[config.mk]
export PLATFORM = sky130hd
export DESIGN_NAME = tm_batch_inference
export DESIGN_NICKNAME = d
export VERILOG_FILES = /design/src/rtl/tm_inference_pkg.sv /design/src/rtl/tm_clause_eval.sv /design/src/rtl/tm_batch_inference.sv
export SDC_FILE = /design/constraint.sdc
export NUM_CORES = 1
export LEC_CHECK = 0
export BUFFER_PORTS_ARGS = -buffer_cell sky130_fd_sc_hd__buf_2
export CORE_UTILIZATION = 50
export CTS_CLUSTER_DIAMETER = 150
export DETAILED_ROUTE_END_ITERATION = 7
export PLACE_DENSITY = 0.74
export RECOVER_POWER = 100
export SLEW_MARGIN = 25
export SYNTH_ARGS = -nofsm -noshare
export SYNTH_HDL_FRONTEND = slang
export SYNTH_SLANG_ARGS = --single-unit
[constraint.sdc]
create_clock -name clock -period 3.3 [get_ports clock]
set_input_delay 0.99 -clock clock [delete_from_list [all_inputs] [get_ports clock]]
set_output_delay 0.99 -clock clock [all_outputs]
set_load 0.01 [all_outputs]
[src/rtl/tm_inference_pkg.sv]
// Shared types and width helpers for the Tsetlin-machine batch inference block.
// Width helpers are used by the top-level and its sub-modules so that
// every file agrees on class-index and class-sum widths.
package tm_inference_pkg;

  typedef enum logic [1:0] {
    ST_IDLE  = 2'd0,
    ST_ACCUM = 2'd1,
    ST_CMP   = 2'd2,
    ST_DONE  = 2'd3
  } tm_state_e;

  // Class index width; a single class still needs one bit.
  function automatic int class_idx_w(input int num_classes);
    return (num_classes > 1) ? $clog2(num_classes) : 1;
  endfunction

  // Signed class-sum width: magnitude up to CLAUSES_PER_CLASS/2, plus sign
  // and one bit of headroom so accumulation can never wrap.
  function automatic int sum_w(input int clauses_per_class);
    return $clog2(clauses_per_class) + 2;
  endfunction

endpackage

[src/rtl/tm_clause_eval.sv]
// One image's clause evaluation: AND of every included literal.
// Low half of the mask includes x, high half includes ~x.
// An empty mask evaluates to 0 rather than to a vacuous 1.
module tm_clause_eval
  import tm_inference_pkg::*;
#(
  parameter int NUM_LITERALS = 9
) (
  input  logic [2*NUM_LITERALS-1:0] clause_mask,
  input  logic [NUM_LITERALS-1:0]   literals,
  output logic                      clause_out
);

  logic [NUM_LITERALS-1:0] pos_ok;
  logic [NUM_LITERALS-1:0] neg_ok;

  // Each literal position passes if it is not included or its value matches.
  always_comb begin
    pos_ok     = ~clause_mask[NUM_LITERALS-1:0] | literals;
    neg_ok     = ~clause_mask[2*NUM_LITERALS-1:NUM_LITERALS] | ~literals;
    clause_out = (|clause_mask) & (&pos_ok) & (&neg_ok);
  end

endmodule

[src/rtl/tm_batch_inference.sv]
// Batch Tsetlin-machine inference: streams class-major clause masks,
// evaluates every clause on NUM_IMAGES images in parallel, accumulates
// signed per-class votes, clamps them to +/-THRESHOLD and keeps a running
// argmax per image (ties keep the lower class index).
// Optional feature macro: TM_CLASS_SUM_OUT_EN adds class_sum_out carrying
// every clamped class sum of the last run.
module tm_batch_inference
  import tm_inference_pkg::*;
#(
  parameter int NUM_IMAGES        = 8,
  parameter int NUM_CLASSES       = 4,
  parameter int CLAUSES_PER_CLASS = 16,
  parameter int NUM_LITERALS      = 9,
  parameter int THRESHOLD         = 8
) (
  input  logic                                 clock,
  input  logic                                 reset,
  input  logic                                 start,
  input  logic                                 abort,
  input  logic [NUM_IMAGES*NUM_LITERALS-1:0]   literals_in,
  input  logic                                 clause_valid,
  input  logic [2*NUM_LITERALS-1:0]            clause_mask,
  output logic                                 clause_ready,
  output logic                                 busy,
  output logic                                 result_valid,
`ifdef TM_CLASS_SUM_OUT_EN
  output logic [NUM_IMAGES*NUM_CLASSES*sum_w(CLAUSES_PER_CLASS)-1:0] class_sum_out,
`endif
  output logic [NUM_IMAGES*class_idx_w(NUM_CLASSES)-1:0] predicted_class
);

  localparam int CW = class_idx_w(NUM_CLASSES);
  localparam int SW = sum_w(CLAUSES_PER_CLASS);
  localparam int BW = $clog2(CLAUSES_PER_CLASS);
  localparam logic signed [SW-1:0] T_POS = SW'(THRESHOLD);
  localparam logic signed [SW-1:0] T_NEG = -T_POS;

  tm_state_e state_q, state_d;
  logic [CW-1:0] class_q, class_d;
  logic [BW-1:0] beat_q, beat_d;
  logic signed [SW-1:0] sum_q [NUM_IMAGES];
  logic signed [SW-1:0] sum_d [NUM_IMAGES];
  logic signed [SW-1:0] best_sum_q [NUM_IMAGES];
  logic signed [SW-1:0] best_sum_d [NUM_IMAGES];
  logic [CW-1:0] best_idx_q [NUM_IMAGES];
  logic [CW-1:0] best_idx_d [NUM_IMAGES];
  logic [NUM_IMAGES*CW-1:0] pred_q, pred_d;
  logic [NUM_IMAGES*CW-1:0] best_packed;
  logic signed [SW-1:0] clamped [NUM_IMAGES];
  logic [NUM_IMAGES-1:0] clause_fire;
`ifdef TM_CLASS_SUM_OUT_EN
  logic [NUM_IMAGES*NUM_CLASSES*SW-1:0] csum_q, csum_d;
`endif

  for (genvar g = 0; g < NUM_IMAGES; g++) begin : g_eval
    tm_clause_eval #(
      .NUM_LITERALS(NUM_LITERALS)
    ) u_eval (
      .clause_mask(clause_mask),
      .literals   (literals_in[g*NUM_LITERALS +: NUM_LITERALS]),
      .clause_out (clause_fire[g])
    );
  end

  // Clamp each running sum to the threshold window and pack the best indices.
  always_comb begin
    best_packed = '0;
    for (int i = 0; i < NUM_IMAGES; i++) begin
      clamped[i] = sum_q[i];
      if (sum_q[i] > T_POS) begin
        clamped[i] = T_POS;
      end else if (sum_q[i] < T_NEG) begin
        clamped[i] = T_NEG;
      end
      best_packed[i*CW +: CW] = best_idx_q[i];
    end
  end

  // Next-state and datapath updates; abort outranks any beat or compare.
  always_comb begin
    state_d    = state_q;
    class_d    = class_q;
    beat_d     = beat_q;
    sum_d      = sum_q;
    best_sum_d = best_sum_q;
    best_idx_d = best_idx_q;
    pred_d     = pred_q;
`ifdef TM_CLASS_SUM_OUT_EN
    csum_d     = csum_q;
`endif
    case (state_q)
      ST_IDLE: begin
        if (start) begin
          state_d = ST_ACCUM;
          class_d = '0;
          beat_d  = '0;
          for (int i = 0; i < NUM_IMAGES; i++) begin
            sum_d[i]      = '0;
            best_sum_d[i] = '0;
            best_idx_d[i] = '0;
          end
        end
      end
      ST_ACCUM: begin
        if (abort) begin
          state_d = ST_IDLE;
        end else if (clause_valid) begin
          for (int i = 0; i < NUM_IMAGES; i++) begin
            if (clause_fire[i]) begin
              sum_d[i] = beat_q[0] ? (sum_q[i] - SW'(1)) : (sum_q[i] + SW'(1));
            end
          end
          if (beat_q == BW'(CLAUSES_PER_CLASS - 1)) begin
            beat_d  = '0;
            state_d = ST_CMP;
          end else begin
            beat_d = beat_q + BW'(1);
          end
        end
      end
      ST_CMP: begin
        if (abort) begin
          state_d = ST_IDLE;
        end else begin
          for (int i = 0; i < NUM_IMAGES; i++) begin
            if ((class_q == '0) || (clamped[i] > best_sum_q[i])) begin
              best_sum_d[i] = clamped[i];
              best_idx_d[i] = class_q;
            end
            sum_d[i] = '0;
`ifdef TM_CLASS_SUM_OUT_EN
            csum_d[(i*NUM_CLASSES + int'(class_q))*SW +: SW] = clamped[i];
`endif
          end
          if (class_q == CW'(NUM_CLASSES - 1)) begin
            state_d = ST_DONE;
          end else begin
            class_d = class_q + CW'(1);
            state_d = ST_ACCUM;
          end
        end
      end
      ST_DONE: begin
        state_d = ST_IDLE;
        if (!abort) begin
          pred_d = best_packed;
        end
      end
      default: state_d = ST_IDLE;
    endcase
  end

  // State and datapath registers, cleared asynchronously by reset.
  always_ff @(posedge clock or negedge reset) begin
    if (!reset) begin
      state_q <= ST_IDLE;
      class_q <= '0;
      beat_q  <= '0;
      pred_q  <= '0;
      for (int i = 0; i < NUM_IMAGES; i++) begin
        sum_q[i]      <= '0;
        best_sum_q[i] <= '0;
        best_idx_q[i] <= '0;
      end
`ifdef TM_CLASS_SUM_OUT_EN
      csum_q  <= '0;
`endif
    end else begin
      state_q    <= state_d;
      class_q    <= class_d;
      beat_q     <= beat_d;
      pred_q     <= pred_d;
      sum_q      <= sum_d;
      best_sum_q <= best_sum_d;
      best_idx_q <= best_idx_d;
`ifdef TM_CLASS_SUM_OUT_EN
      csum_q     <= csum_d;
`endif
    end
  end

  // Status outputs; predictions show the fresh argmax during the DONE pulse.
  always_comb begin
    clause_ready    = (state_q == ST_ACCUM);
    busy            = (state_q != ST_IDLE);
    result_valid    = (state_q == ST_DONE) && !abort;
    predicted_class = result_valid ? best_packed : pred_q;
  end

`ifdef TM_CLASS_SUM_OUT_EN
  assign class_sum_out = csum_q;
`endif

endmodule

== Yosys cells after proc, flatten, opt, wreduce, memory -nomap -nowiden ==
Cells that the tools add are included.
Word-level totals
  bits in latches: 0
  ROM bits: 0
  output and inout bits: 19
  flip-flop bits (word level): 136
  memories: 0
  bits in writable memories: 0
  input bits: 95
Cells by class
  bitwise logic cells: 43
  shift operators: 0
  mux-type cells: 75
  add/sub/neg operators: 18
  equal/unequal tests: 28
  divide/modulo/power cells: 0
  multipliers: 0
  $lt $le $gt $ge: 24
  reduce and logical (&&, ||, !) cells: 53
Operators by type and width (number)
  $mux 48: 5
  $mux 6: 40
  $or 9x9->9: 16
  $pmux 48 s3: 1
  $reduce_and 9->1: 16
  $pmux 48 s2: 1
  $not 9->9: 10
  $add 6x2->6 const B: 8
  $gt 6x5->1 const B: 8
  $gt 6x6->1: 8
  $lt 6x4->1 const B: 8
  $mux 16: 3
  $reduce_and 6->1: 8
  $sub 6x2->6 const B: 8
  $reduce_and 4->1: 10
  $mux 2: 17
  $pmux 16 s2: 1
  $ne 2x2->1 const B: 13
  $reduce_or 18->1: 1
  $and 1x1->1: 16
  $mux 4: 4
  $ne 2x1->1 const B: 8
  $logic_or 1x1->1: 8
  $pmux 2 s4: 1
  other kinds (17): 22

== Logic depth before layout (Yosys ltp) ==
Gate-level depths: netlist of the first run.
  word-level depth: 9
  gate-level depth with buffers: 10

== Cells and area by module ==
Synthesis of the first run repeated with hierarchy kept, for this count alone.
Second synthesis, totals
  cells, all modules: 1066
  area, all modules: 9897.0 um^2
Modules (own cells, without submodules)
  tm_batch_inference: times used 1, sequential area each 3403.3 um^2, area an instance 8635.8 um^2, cells each 914
  tm_clause_eval: times used 8, sequential area each 0.0 um^2, area an instance 157.7 um^2, cells each 19

== Least setup slack after synthesis of the first run ==
Ideal clock, no wire load.
  path kind: input to output
  start: input abort
  end: output predicted_class[10]
  data required time: 2310 ps
  path slack: 203 ps
  arrival: 2107 ps
  buffers on the path: 2
  cell stages on the path: 6
  path through: buf_2 > nand3b_1 > clkinv_1 > clkbuf_1 > nand2_1 > nand2_1
On the way
  longest elaborated chain between the ends: 3
Ends and longest elaborated chain
  start, declared: RTL line tm_batch_inference.sv:19  | input logic abort,
  $logic_not 1->1: RTL line tm_batch_inference.sv:186  | result_valid = (state_q == ST_DONE) && !abort;
  $logic_and 1x1->1: RTL line tm_batch_inference.sv:186
  net result_valid: RTL line tm_batch_inference.sv:25  | output logic result_valid,
  $mux 16: RTL line tm_batch_inference.sv:187  | predicted_class = result_valid ? best_packed : pred_q;
  end, declared: RTL line tm_batch_inference.sv:29  | output logic [NUM_IMAGES*class_idx_w(NUM_CLASSES)-1:0] predicted_class
The timed path passes the listed nets, and every way through them passes these cells.

== Worst setup path after layout of the first run ==
  start: input abort
  end: output predicted_class[14]
On the way
  longest elaborated chain between the ends: 3
Ends and longest elaborated chain (RTL line)
  $logic_not 1->1: tm_batch_inference.sv:186
  $logic_and 1x1->1: tm_batch_inference.sv:186
  $mux 16: tm_batch_inference.sv:187
No other way between the ends.

==> results.env, run 1 <==
WORSTSKEWPAIRLATENCY_PS=430
INITIAL_UTILIZATION_PCT=51.4
MET3WIRELENGTH_UM=1190
MAIN_COMBINATIONAL_CELL_FAMILY_BY_AREA_AFTER_SYNTHESIS='simple AND/OR/NAND/NOR gates'
GRT_SETUP_UNREPAIRED='false'
WL_PER_CELL_UM=16.6
CTS_INSERTED_BUFFERS=17
POSTCTSRESIZEDCELLS=0
CTS_HOLD_BUF=0
DESIGN.DIE.AREA_UM2=21500
WORSTSETUPSTARTPOINTTYPE='primary input'
MIN-DELAY-PATH-CLASS='reg2reg'
MET1WIRELENGTH_UM=11600
GRT_START_MAX_NET_PINS=60
PERIOD_NEEDED_PS=3110
SETUP_VIOL=0
GRT_FIRST_PASS_WIRELENGTH_UM=42500
XOR_AND_XNOR_AREA_SHARE_AFTER_SYNTHESIS_PCT=1.34
DRT_PRE_ANTENNA_ITERS=6
WORST_SETUP_PATH_END_KIND='output port'
PLACED_AREA_UM2=11400
DETAILEDROUTE.FIRSTITERATIONVIOLATIONS=547
MULTIPLEXER_AREA_FRACTION_AFTER_SYNTHESIS_PCT=16.5
WIRE_LENGTH_ON_MET2_UM=11700
CP_DATA_ARRIVAL_TIME_PS=2120
POSTSYNTHCELLCOUNT=1105
AREA_DELTA_SYNTH_FINAL_PCT=12.9
SYNTH_COMPOUND_AREA_SHARE_PCT=14.5
TOP_LAYER_USED='met4'
MOST-COMMON-LAYOUT-CELLS='135 x sky130_fd_sc_hd__dfrtp_1, 118 x sky130_fd_sc_hd__nand2_1, 116 x sky130_fd_sc_hd__mux2i_1'
FINISH.INSTANCE_AREA_UM2=11800
WORST_SETUP_TIMING_SLACK_AT_THE_PLACEMENT_STAGE_PS=172
WL_UM=25100
PLACE.GP.CONGESTION=0.886
GRT_PASS1_VIAS=8866
POST_CTS_BUFFERS=0
WORST_SETUP_HOLD_PATH_CLK_SLEW_PS=60
NUMCLOCKSINKS=136
SYNTH_FF_TYPE='sky130_fd_sc_hd__dfrtp_1'
WORST_IR_DROP_VDD_mV=0.294
DIE_HEIGHT_UM=147
OUTCOME='completed'
PWR_DENSITY_CELL_nW_PER_UM2=645
NUMBER_OF_ANTENNA_VIOLATIONS_AT_THE_FIRST_CHECK_IN_GLOBAL_ROUTING=0
AVERAGE_VIAS_PER_PLACED_INSTANCE=5.74
DESIGN.CORE.AREA_UM2=20400
TIMING.SETUP.CRITICAL_PATH_CLASS='in2out'
MAX_BUFFERS_ROOT_TO_SINK=2
POSTSYNTH.ASYNCRESETSHARE_PCT=100
SYNTH_SEQ_CELLS=136
ROUTE.VIAS.TOTAL=8659
MAX_FREQ_MHz=321
YOSYSSEQAREASHARE_PCT=32.5
MAXIMUM_LEVEL_OF_THE_CTS_H_TREE=4
UTILIZATION_PCT=58.1
FIN_WS_PS=189
TRITONCTS='yes'
SETUP_TNS_PS=0
FIN_CRIT_SH_PCT=94.3
SYNTH-ADDER-AREA-SHARE_PCT=12.4
TIMING_HOLD_VIOLATIONS_FINAL=0
SYNTH_SIMPLE_GATE_AREA_SHARE_PCT=17.6
IO_PINS=114
LAYOUT.NETS=1420
LAYOUT_COMMONEST_CELL='sky130_fd_sc_hd__dfrtp_1'
SYN_AREA_UM2=10500
SYNTH-WARNING-COUNT=0
DRCVIOLATIONCOUNT=0
FINAL_LAYOUT_SIZE_SUFFIX_GT1_SHARE_PCT=17.4
IO_BUFFER_COUNT=113
POSTSYNTHAREAPERCELL_UM2=9.48
ANTENNA_VIOLATING_NETS_POST_ROUTE=0
TIMING.FINAL.MAX_SLEW_VIOLATIONS=0
DIE_X_UM=147
GLOBAL_ROUTE.OVERFLOW_TOTAL=0
SYNTHESIS.NETS=1299
PLACEMENTROWS=52
ESTIMATED_WIRELENGTH_OF_THE_DETAIL_PLACED_DESIGN_UM=18900
WORST-SLEW-PIN-TRANSITION_PS=1450
GROUTE.USAGE.OVERALL_PCT=24.7
REQUIRED_TIME_OF_THE_CRITICAL_PATH_PS=2310
HEADROOM_TO_THE_MAX_SLEW_LIMIT_PCT=3.48
SYNTH-EDFF-COUNT=0
N_ANTENNA_CELL=0
CP_MAX_FO=17
TIMING.CLOCK.SKEW_PS=8.67
FIN_WORST_HOLD_SLACK_PS=471
CTS-ROOT-BUF='sky130_fd_sc_hd__clkbuf_16'
CELL_VARIETY_AFTER_SYNTH=67
MAX_CAP_VIOL_COUNT=0
P_LEAK_nW=6.04
worst max-delay path: stages:
cell	delay [ps]
sky130_fd_sc_hd__buf_2	180
sky130_fd_sc_hd__nand3b_1	160
sky130_fd_sc_hd__clkinv_1	370
sky130_fd_sc_hd__nand2_1	190
sky130_fd_sc_hd__nand2_1	90
sky130_fd_sc_hd__clkbuf_2	130
registers in the layout, indices dropped and copies added (netlist names):
| signal | cells |
|---|---|
| sum_q | 48 |
| state_q | 2 |
| pred_q | 16 |
| best_idx_q | 16 |
| class_q | 2 |
| best_sum_q | 48 |
| beat_q | 4 |
through the flow:
| stage | cells | total power [mW] |
|---|---|---|
| after floorplan | 1105 | 4.84 |
| after global routing | 1508 | 8.25 |
| after detailed placement | 1477 | 5.70 |
| after CTS | 1508 | 7.76 |
| final | 1508 | 7.63 |
| after global placement | 1477 | 5.57 |
power breakdown:
group,switching (mW),internal [mW]
clock,0.770,1.27
combinational,1.85,1.56
sequential,0.326,1.86
synth_stat cells (6+ instances only):
library cell | number | share of area (%)
sky130_fd_sc_hd__fa_1 | 8 | 1.5
sky130_fd_sc_hd__a21oi_1 | 35 | 1.7
sky130_fd_sc_hd__dfrtp_1 | 136 | 32
sky130_fd_sc_hd__mux2_1 | 14 | 1.5
sky130_fd_sc_hd__nor3_1 | 20 | 0.96
sky130_fd_sc_hd__and2_1 | 12 | 0.72
sky130_fd_sc_hd__nand2_1 | 117 | 4.2
sky130_fd_sc_hd__ha_1 | 91 | 11
sky130_fd_sc_hd__o21bai_1 | 7 | 0.50
sky130_fd_sc_hd__mux2i_1 | 116 | 11
sky130_fd_sc_hd__mux2_4 | 6 | 0.86
sky130_fd_sc_hd__nand3_1 | 53 | 2.5
sky130_fd_sc_hd__nor2_1 | 57 | 2.0
sky130_fd_sc_hd__o21ai_4 | 6 | 0.93
sky130_fd_sc_hd__o31ai_1 | 9 | 0.64
sky130_fd_sc_hd__xnor2_1 | 16 | 1.3
sky130_fd_sc_hd__and3_1 | 14 | 0.84
sky130_fd_sc_hd__nor2b_1 | 9 | 0.54
sky130_fd_sc_hd__a211o_1 | 14 | 1.2
sky130_fd_sc_hd__nand4_1 | 18 | 1.1
sky130_fd_sc_hd__a211oi_1 | 15 | 1.1
sky130_fd_sc_hd__buf_2 | 22 | 1.1
sky130_fd_sc_hd__o21ai_0 | 33 | 1.6
sky130_fd_sc_hd__nand2b_1 | 9 | 0.54
sky130_fd_sc_hd__o211ai_1 | 14 | 1.0
sky130_fd_sc_hd__nor4b_1 | 6 | 0.50
sky130_fd_sc_hd__clkbuf_1 | 12 | 0.43
sky130_fd_sc_hd__a21o_1 | 29 | 2.1
sky130_fd_sc_hd__mux2_2 | 28 | 3.0
sky130_fd_sc_hd__or3_1 | 14 | 0.84
sky130_fd_sc_hd__or2_2 | 7 | 0.42
sky130_fd_sc_hd__inv_1 | 80 | 2.9
sky130_fd_sc_hd__nor4_1 | 11 | 0.66
final cells by class:
| type | instances | area [µm²] |
|---|---|---|
| Timing Repair Buffer | 147 | 768 |
| Multi-Input combinational cell | 842 | 6390 |
| Clock inverter | 14 | 198 |
| Tap cell | 270 | 338 |
| Sequential cell | 136 | 3400 |
| Fill cell | 1778 | 8530 |
| Clock buffer | 17 | 425 |
| Inverter | 82 | 308 |
per-layer routing:
layer / vias up / track usage [%]
met5: - / 0
met4: 0 / 8.96
met3: 47 / 4.60
met2: 236 / 41.2
met1: 4150 / 31.9
li1: 4226 / -
worst paths after layout:
path / from / end / slack (ps) / cells past startpoint
min in group asynchronous: reset / best_sum_q[44] / 910 / 1
setup / recovery: abort / predicted_class[14] / 190 / 6
setup reg to reg: sum_q[11] / best_sum_q[10] / 200 / 12
hold reg to reg: pred_q[6] / pred_q[6] / 470 / 2
max in group asynchronous: reset / beat_q[0] / 790 / 2
hold / removal: pred_q[6] / pred_q[6] / 470 / 2
kinds of logic after synthesis:
family	count (synthesis)
AND/OR/NAND/NOR	365
multiplexers	164
flip-flops	136
AO/OA/AOI/OAI	198
buffers and inverters	127
adder cells (fa/ha/maj)	99
XOR/XNOR	16
(Power assumes the default switching activity.)
==> run 2: changes to the inputs <==
--- a/config.mk
+++ b/config.mk
@@ -7,6 +7,7 @@
 export LEC_CHECK = 0
 export BUFFER_PORTS_ARGS = -buffer_cell sky130_fd_sc_hd__buf_2
 export CORE_UTILIZATION = 50
+export CTS_BUF_LIST = sky130_fd_sc_hd__clkbuf_4
 export CTS_CLUSTER_DIAMETER = 150
 export DETAILED_ROUTE_END_ITERATION = 7
 export PLACE_DENSITY = 0.74
==> run 2 against run 1 <==
Register-to-register slack improved by 50 ps. Critical path depth did not move. Largest power group unchanged. Setup slack improved by 18 ps. First-iteration DRC count rose by 3.1%.
==> results.env, run 2 (synthesized netlist as in run 1, its figures left out) <==
ESTIMATED_WIRELENGTH_OF_THE_DETAIL_PLACED_DESIGN_UM=18900
WORST_SETUP_PATH_END_KIND='output port'
DESIGN.DIE.AREA_UM2=21500
HOLD-PATH-CELL-COUNT=2
CTS_HOLD_BUF=0
FIN_WORST_HOLD_SLACK_PS=484
WORST_IR_DROP_VDD_mV=0.241
OUTCOME='completed'
CP_MAX_FO=17
PLACE.GP.CONGESTION=0.886
WORST-R2R-SETUP-SLACK_PS=250
GRT_START_MAX_NET_PINS=60
FINISH.INSTANCE_AREA_UM2=11500
GLOBAL_ROUTE.OVERFLOW_TOTAL=0
LAYOUT.NETS=1420
HEADROOM_TO_THE_MAX_SLEW_LIMIT_PCT=0.546
WL_UM=24600
POWER.COMBINATIONAL.FRACTION_PCT=49.6
FINAL_LAYOUT_SIZE_SUFFIX_GT1_SHARE_PCT=17.4
REGISTERS_WITH_THE_MOST_FLIP_FLOPS='best_sum_q: 48 flops, sum_q: 48 flops'
ROUTE.VIAS.TOTAL=8600
PLACED_AREA_UM2=11400
MOST-COMMON-LAYOUT-CELLS='135 x sky130_fd_sc_hd__dfrtp_1, 118 x sky130_fd_sc_hd__nand2_1, 116 x sky130_fd_sc_hd__mux2i_1'
GRT_PASS1_VIAS=8728
WIRE_LENGTH_ON_MET2_UM=11500
SWITCHING_FRACTION_OF_TOTAL_POWER_PCT=41.4
MAXIMUM_LEVEL_OF_THE_CTS_H_TREE=4
COUNT_OF_CELLS_ALONG_THE_WORST_REGISTER_TO_REGISTER_PATH=12
LAYOUT_COMMONEST_CELL='sky130_fd_sc_hd__dfrtp_1'
SLOWEST_DELAY_PS=370
WORST_SETUP_HOLD_PATH_CLK_SLEW_PS=130
TIMING.CLOCK.SKEW_PS=15.8
ANTENNA_VIOLATING_NETS_POST_ROUTE=0
SETUP_TNS_PS=0
REG2REG_TO='best_sum_q[10]'
CRIT_CHAIN='buf_2 -> nand3b_1 -> clkinv_1 -> nand2_1 -> nand2_1 -> clkbuf_2'
DIE_HEIGHT_UM=147
TIMING.FINAL.MAX_SLEW_VIOLATIONS=0
POST_CTS_BUFFERS=0
CRITPATHSLOWESTCELL='sky130_fd_sc_hd__clkinv_1'
PERIOD_NEEDED_PS=3090
MIN-DELAY-START='pred_q[6]'
NUMBER_OF_ANTENNA_VIOLATIONS_AT_THE_FIRST_CHECK_IN_GLOBAL_ROUTING=1
TIMING.SETUP.CRITICAL_PATH_CLASS='in2out'
DRCVIOLATIONCOUNT=0
WORST_HOLD_PATH.ENDPOINT='pred_q[6]'
MET3WIRELENGTH_UM=1030
MET1WIRELENGTH_UM=11600
CLKPWRFRAC_PCT=18.5
INTERNAL_POWER_OF_THE_CELLS_mW=4.01
MAX_FREQ_MHz=323
BUF_INV_STAGES_CRIT_PATH=3
PWR-SHARE-SEQ_PCT=31.9
MAX_BUFFERS_ROOT_TO_SINK=2
SETUP_VIOL=0
CELL_REPEATED_MOST_ALONG_THE_WORST_PATH='sky130_fd_sc_hd__nand2_1'
WORST-SLEW-PIN-TRANSITION_PS=1490
NUMCLOCKSINKS=136
POST-LAYOUT-TOTAL-POWER_mW=6.84
IO_PINS=114
WL_PER_CELL_UM=16.3
INITIAL_UTILIZATION_PCT=51.4
GROUTE.USAGE.OVERALL_PCT=24.3
REQUIRED_TIME_OF_THE_CRITICAL_PATH_PS=2310
POWER.SWITCHING_mW=2.83
TOP_LAYER_USED='met4'
PWR_DENSITY_CELL_nW_PER_UM2=593
PATH_DELAY_FAMILY='buffers and inverters'
MIN-DELAY-PATH-CLASS='reg2reg'
TRITONCTS='yes'
TIMING_HOLD_VIOLATIONS_FINAL=0
WORSTSETUPSTARTPOINTTYPE='primary input'
CP_DATA_ARRIVAL_TIME_PS=2100
REG2REG_FROM='sum_q[11]'
IO_BUFFER_COUNT=113
DRT_PRE_ANTENNA_ITERS=7
WORSTSKEWPAIRLATENCY_PS=580
GRT_SETUP_UNREPAIRED='false'
PLACEMENTROWS=52
AREA_DELTA_SYNTH_FINAL_PCT=10.2
DIE_X_UM=147
MAX_CAP_VIOL_COUNT=0
POSTCTSRESIZEDCELLS=0
UTILIZATION_PCT=56.7
CTS_INSERTED_BUFFERS=17
DESIGN.CORE.AREA_UM2=20400
CTS-ROOT-BUF='sky130_fd_sc_hd__clkbuf_4'
GRT_FIRST_PASS_WIRELENGTH_UM=42100
P_LEAK_nW=5.91
DETAILEDROUTE.FIRSTITERATIONVIOLATIONS=564
AVERAGE_VIAS_PER_PLACED_INSTANCE=5.70
FIN_CRIT_SH_PCT=93.7
-- run 2: cell types whose count changed in the layout (fill, tap and decap cells not counted) --
| cell | previous run | this run |
|---|---|---|
| sky130_fd_sc_hd__buf_12 | 0 | 1 |
| sky130_fd_sc_hd__buf_4 | 24 | 23 |
| sky130_fd_sc_hd__clkbuf_1 | 24 | 25 |
| sky130_fd_sc_hd__clkbuf_16 | 17 | 0 |
| sky130_fd_sc_hd__clkbuf_4 | 1 | 17 |
| sky130_fd_sc_hd__diode_2 | 0 | 1 |
-- run 2: how the worst max path moves through the flow --
stage                                endpoint  startpoint  cells after the start  slack, ps
after floorplan           predicted_class[10]       abort                      6        200
after global placement     predicted_class[6]       abort                      6        220
after detailed placement   predicted_class[0]       abort                      6        170
after CTS                  predicted_class[0]  state_q[0]                      5        160
after global routing           best_sum_q[29]   sum_q[29]                     11         10
final                     predicted_class[14]       abort                      6        210
-- run 2: metal layers --
layer / vias up / GRT usage (%)
li1: 4224 / -
met1: 4124 / 31.8
met5: - / 0
met2: 215 / 40.8
met4: 0 / 7.60
met3: 37 / 4.44
-- run 2: worst reg2reg max path, cell delays in order, from the launching register on --
cell	delay (ps)
sky130_fd_sc_hd__dfrtp_1	510
sky130_fd_sc_hd__nand3_1	120
sky130_fd_sc_hd__ha_1	290
sky130_fd_sc_hd__nor2_1	100
sky130_fd_sc_hd__buf_4	160
sky130_fd_sc_hd__nand2_1	70
sky130_fd_sc_hd__ha_1	290
sky130_fd_sc_hd__a21o_1	160
sky130_fd_sc_hd__a211oi_1	220
sky130_fd_sc_hd__a21oi_1	100
sky130_fd_sc_hd__o21ai_1	520
sky130_fd_sc_hd__buf_4	270
sky130_fd_sc_hd__mux2i_1	190
-- run 2: power by group through the flow --
stage                     clock (mW)  combinational [mW]  sequential, mW
after detailed placement           0                3.49            2.21
after CTS                       1.30                3.52            2.18
after global routing            1.38                3.87            2.22
after global placement             0                3.37            2.20
after floorplan                    0                2.72            2.12
final                           1.27                3.40            2.18
-- run 2: through the flow --
stage               setup slack [ps]  std cells
floorplan                        203       1105
global placement                 223       1477
detailed placement               172       1477
CTS                              160       1508
global route                    13.2       1509
finish                           207       1509
-- run 2: layout make-up --
type,instances,area [µm²]
fillers,1831,8820
multi-input cells,842,6390
flip-flops and latches,136,3400
repair buffers,147,777
well taps,270,338
inverters,82,308
clock inverters,14,198
clock buffers,17,128
diodes,1,2.50
==> run 3: changes to the inputs <==
--- a/config.mk
+++ b/config.mk
@@ -11,7 +11,6 @@
 export CTS_CLUSTER_DIAMETER = 150
 export DETAILED_ROUTE_END_ITERATION = 7
 export PLACE_DENSITY = 0.74
-export RECOVER_POWER = 100
 export SLEW_MARGIN = 25
 export SYNTH_ARGS = -nofsm -noshare
 export SYNTH_HDL_FRONTEND = slang
==> run 3 against run 2 <==
Clock-buffer cell count unchanged. Worst hold slack worse by 110 ps. Non-clock buffer count unchanged. Combinational power up 3%. Cell count unchanged. Critical path depth unchanged. Die area unchanged. Via count about the same. Clock power about the same. Wire length up 0.21%. Final area up 1.7%. First-iteration DRC count down 18%. Highest routed layer unchanged.
==> results.env, run 3 (synthesized netlist as in run 1, its figures left out) <==
ESTIMATED_WIRELENGTH_OF_THE_DETAIL_PLACED_DESIGN_UM=18900
WORSTSETUPSTARTPOINTTYPE='primary input'
POSTCTSRESIZEDCELLS=0
SETUP_VIOL=0
TIMING.FINAL.MAX_SLEW_VIOLATIONS=0
GRT_FIRST_PASS_WIRELENGTH_UM=42100
ANTENNA_VIOLATING_NETS_POST_ROUTE=0
DIE_HEIGHT_UM=147
CTS_HOLD_BUF=0
REG2REG_FROM='sum_q[47]'
REG2REG_TO='best_idx_q[14]'
PLACE.GP.CONGESTION=0.886
IO_PINS=114
WORST_SETUP_PATH_END_KIND='output port'
CLKPWRFRAC_PCT=18.2
POST_CTS_BUFFERS=0
DETAILEDROUTE.FIRSTITERATIONVIOLATIONS=463
MAX_BUFFERS_ROOT_TO_SINK=2
POST_LAYOUT_NONFILLER_INSTANCES=1509
UTILIZATION_PCT=57.7
GLOBAL_ROUTE.OVERFLOW_TOTAL=0
GRT_SETUP_UNREPAIRED='false'
MAX_FREQ_MHz=320
WORSTSKEWPAIRLATENCY_PS=570
GRT_USE_MET1_PCT=31.8
PWR-SHARE-SEQ_PCT=31.3
POWER.SWITCHING_mW=2.87
LAYOUT.NETS=1420
DESIGN.CORE.AREA_UM2=20400
TRITONCTS='yes'
POST-LAYOUT-TOTAL-POWER_mW=6.96
P_LEAK_nW=6.06
FINAL_LAYOUT_SIZE_SUFFIX_GT1_SHARE_PCT=21.0
WORST_SETUP_HOLD_PATH_CLK_SLEW_PS=120
REGISTER_AREA_UM2=3400
WL_PER_CELL_UM=16.3
CP_MAX_FO=17
MAXIMUM_LEVEL_OF_THE_CTS_H_TREE=4
NUMCLOCKSINKS=136
DIE_X_UM=147
MAX_CAP_VIOL_COUNT=0
AVERAGE_VIAS_PER_PLACED_INSTANCE=5.70
SETUP_TNS_PS=0
INTERNAL_POWER_OF_THE_CELLS_mW=4.09
CTS-ROOT-BUF='sky130_fd_sc_hd__clkbuf_4'
COUNT_OF_CELLS_ALONG_THE_WORST_REGISTER_TO_REGISTER_PATH=10
LAYOUT_COMMONEST_CELL='sky130_fd_sc_hd__dfrtp_1'
GRT_START_MAX_NET_PINS=60
CP_DATA_ARRIVAL_TIME_PS=2140
WORST_IR_DROP_VDD_mV=0.246
GR-USAGE-MET2_PCT=40.8
WORST-R2R-SETUP-SLACK_PS=270
WL_UM=24600
FILLCELLCOUNT=1778
SWITCHING_FRACTION_OF_TOTAL_POWER_PCT=41.2
CTS_INSERTED_BUFFERS=17
INITIAL_UTILIZATION_PCT=51.4
FINISH.INSTANCE_AREA_UM2=11700
PERIOD_NEEDED_PS=3130
GROUTE.USAGE.OVERALL_PCT=24.3
AREA_DELTA_SYNTH_FINAL_PCT=12.1
GRT_PASS1_VIAS=8728
DESIGN.DIE.AREA_UM2=21500
PWR_DENSITY_CELL_nW_PER_UM2=593
FIN_CRIT_SH_PCT=94.7
DRT_PRE_ANTENNA_ITERS=5
TIMING_HOLD_VIOLATIONS_FINAL=0
ENDPOINT='predicted_class[14]'
WORST-SLEW-PIN-TRANSITION_PS=860
DRCVIOLATIONCOUNT=0
PLACE_INST=1477
REGISTERS_WITH_THE_MOST_FLIP_FLOPS='best_sum_q: 48 flops, sum_q: 48 flops'
CRIT_PATH_START='abort'
NUMBER_OF_ANTENNA_VIOLATIONS_AT_THE_FIRST_CHECK_IN_GLOBAL_ROUTING=1
TIMING.CLOCK.SKEW_PS=13.8
MOST_USED_LAYER_GLOBAL_ROUTE='met2'
OUTCOME='completed'
PLACEMENTROWS=52
POWER.COMBINATIONAL.FRACTION_PCT=50.5
HEADROOM_TO_THE_MAX_SLEW_LIMIT_PCT=42.7
IO_BUFFER_COUNT=113
MIN-DELAY-PATH-CLASS='in2async'
MOST-COMMON-LAYOUT-CELLS='135 x sky130_fd_sc_hd__dfrtp_1, 117 x sky130_fd_sc_hd__nand2_1, 116 x sky130_fd_sc_hd__mux2i_1'
TIMING.SETUP.CRITICAL_PATH_CLASS='in2out'
GLOBAL_ROUTE.USAGE.MET3_PCT=4.44
ROUTE.VIAS.TOTAL=8603
REQUIRED_TIME_OF_THE_CRITICAL_PATH_PS=2310
MULTI_INPUT_AREA_UM2=6520
PLACED_AREA_UM2=11400
[run 3: cell types whose count changed in the layout (fill, tap and decap cells not counted), sizes merged]
cell	before	now
buf	118	147
clkbuf	46	17
[run 3: cell type report]
class,instances,share of cell area (%)
timing repair buffer,147,7.15
inverter,82,2.62
multi-input combinational,842,55.6
clock buffer,17,1.09
sequential,136,29.0
clock inverter,14,1.68
antenna,1,0.0213
tap,270,2.88
[run 3: worst min-delay path by stage]
stage                      to
6_report       best_sum_q[44]
5_1_grt        best_sum_q[40]
4_1_cts        best_sum_q[40]
3_5_place_dp       pred_q[11]
3_3_place_gp        pred_q[6]
2_1_floorplan   best_idx_q[4]
[run 3: routing by layer]
layer	routed length, µm	part of all wire [%]
met4	475	1.9
met3	1180	4.8
met5	0	0
met2	11600	47
met1	11400	46
[run 3: power by group through the flow]
| stage | clock, mW | combinational, mW | sequential [mW] |
|---|---|---|---|
| floorplan | 0 | 2.72 | 2.12 |
| global placement | 0 | 3.37 | 2.20 |
| detailed placement | 0 | 3.49 | 2.21 |
| CTS | 1.30 | 3.52 | 2.18 |
| global route | 1.38 | 3.99 | 2.22 |
| finish | 1.27 | 3.51 | 2.18 |
[run 3: critical path, cell delays in order]
cell and delay, ps:
sky130_fd_sc_hd__buf_2 190, sky130_fd_sc_hd__nand3b_1 160, sky130_fd_sc_hd__clkinv_1 380, sky130_fd_sc_hd__nand2_1 190
sky130_fd_sc_hd__nand2_1 90, sky130_fd_sc_hd__buf_2 140
[run 3: metrics by stage]
step | hold WS [ps] | setup WS [ps]
floorplan | 464 | 203
global placement | 456 | 223
detailed placement | 455 | 172
CTS | 371 | 160
global route | 394 | 21.8
finish | 379 | 174
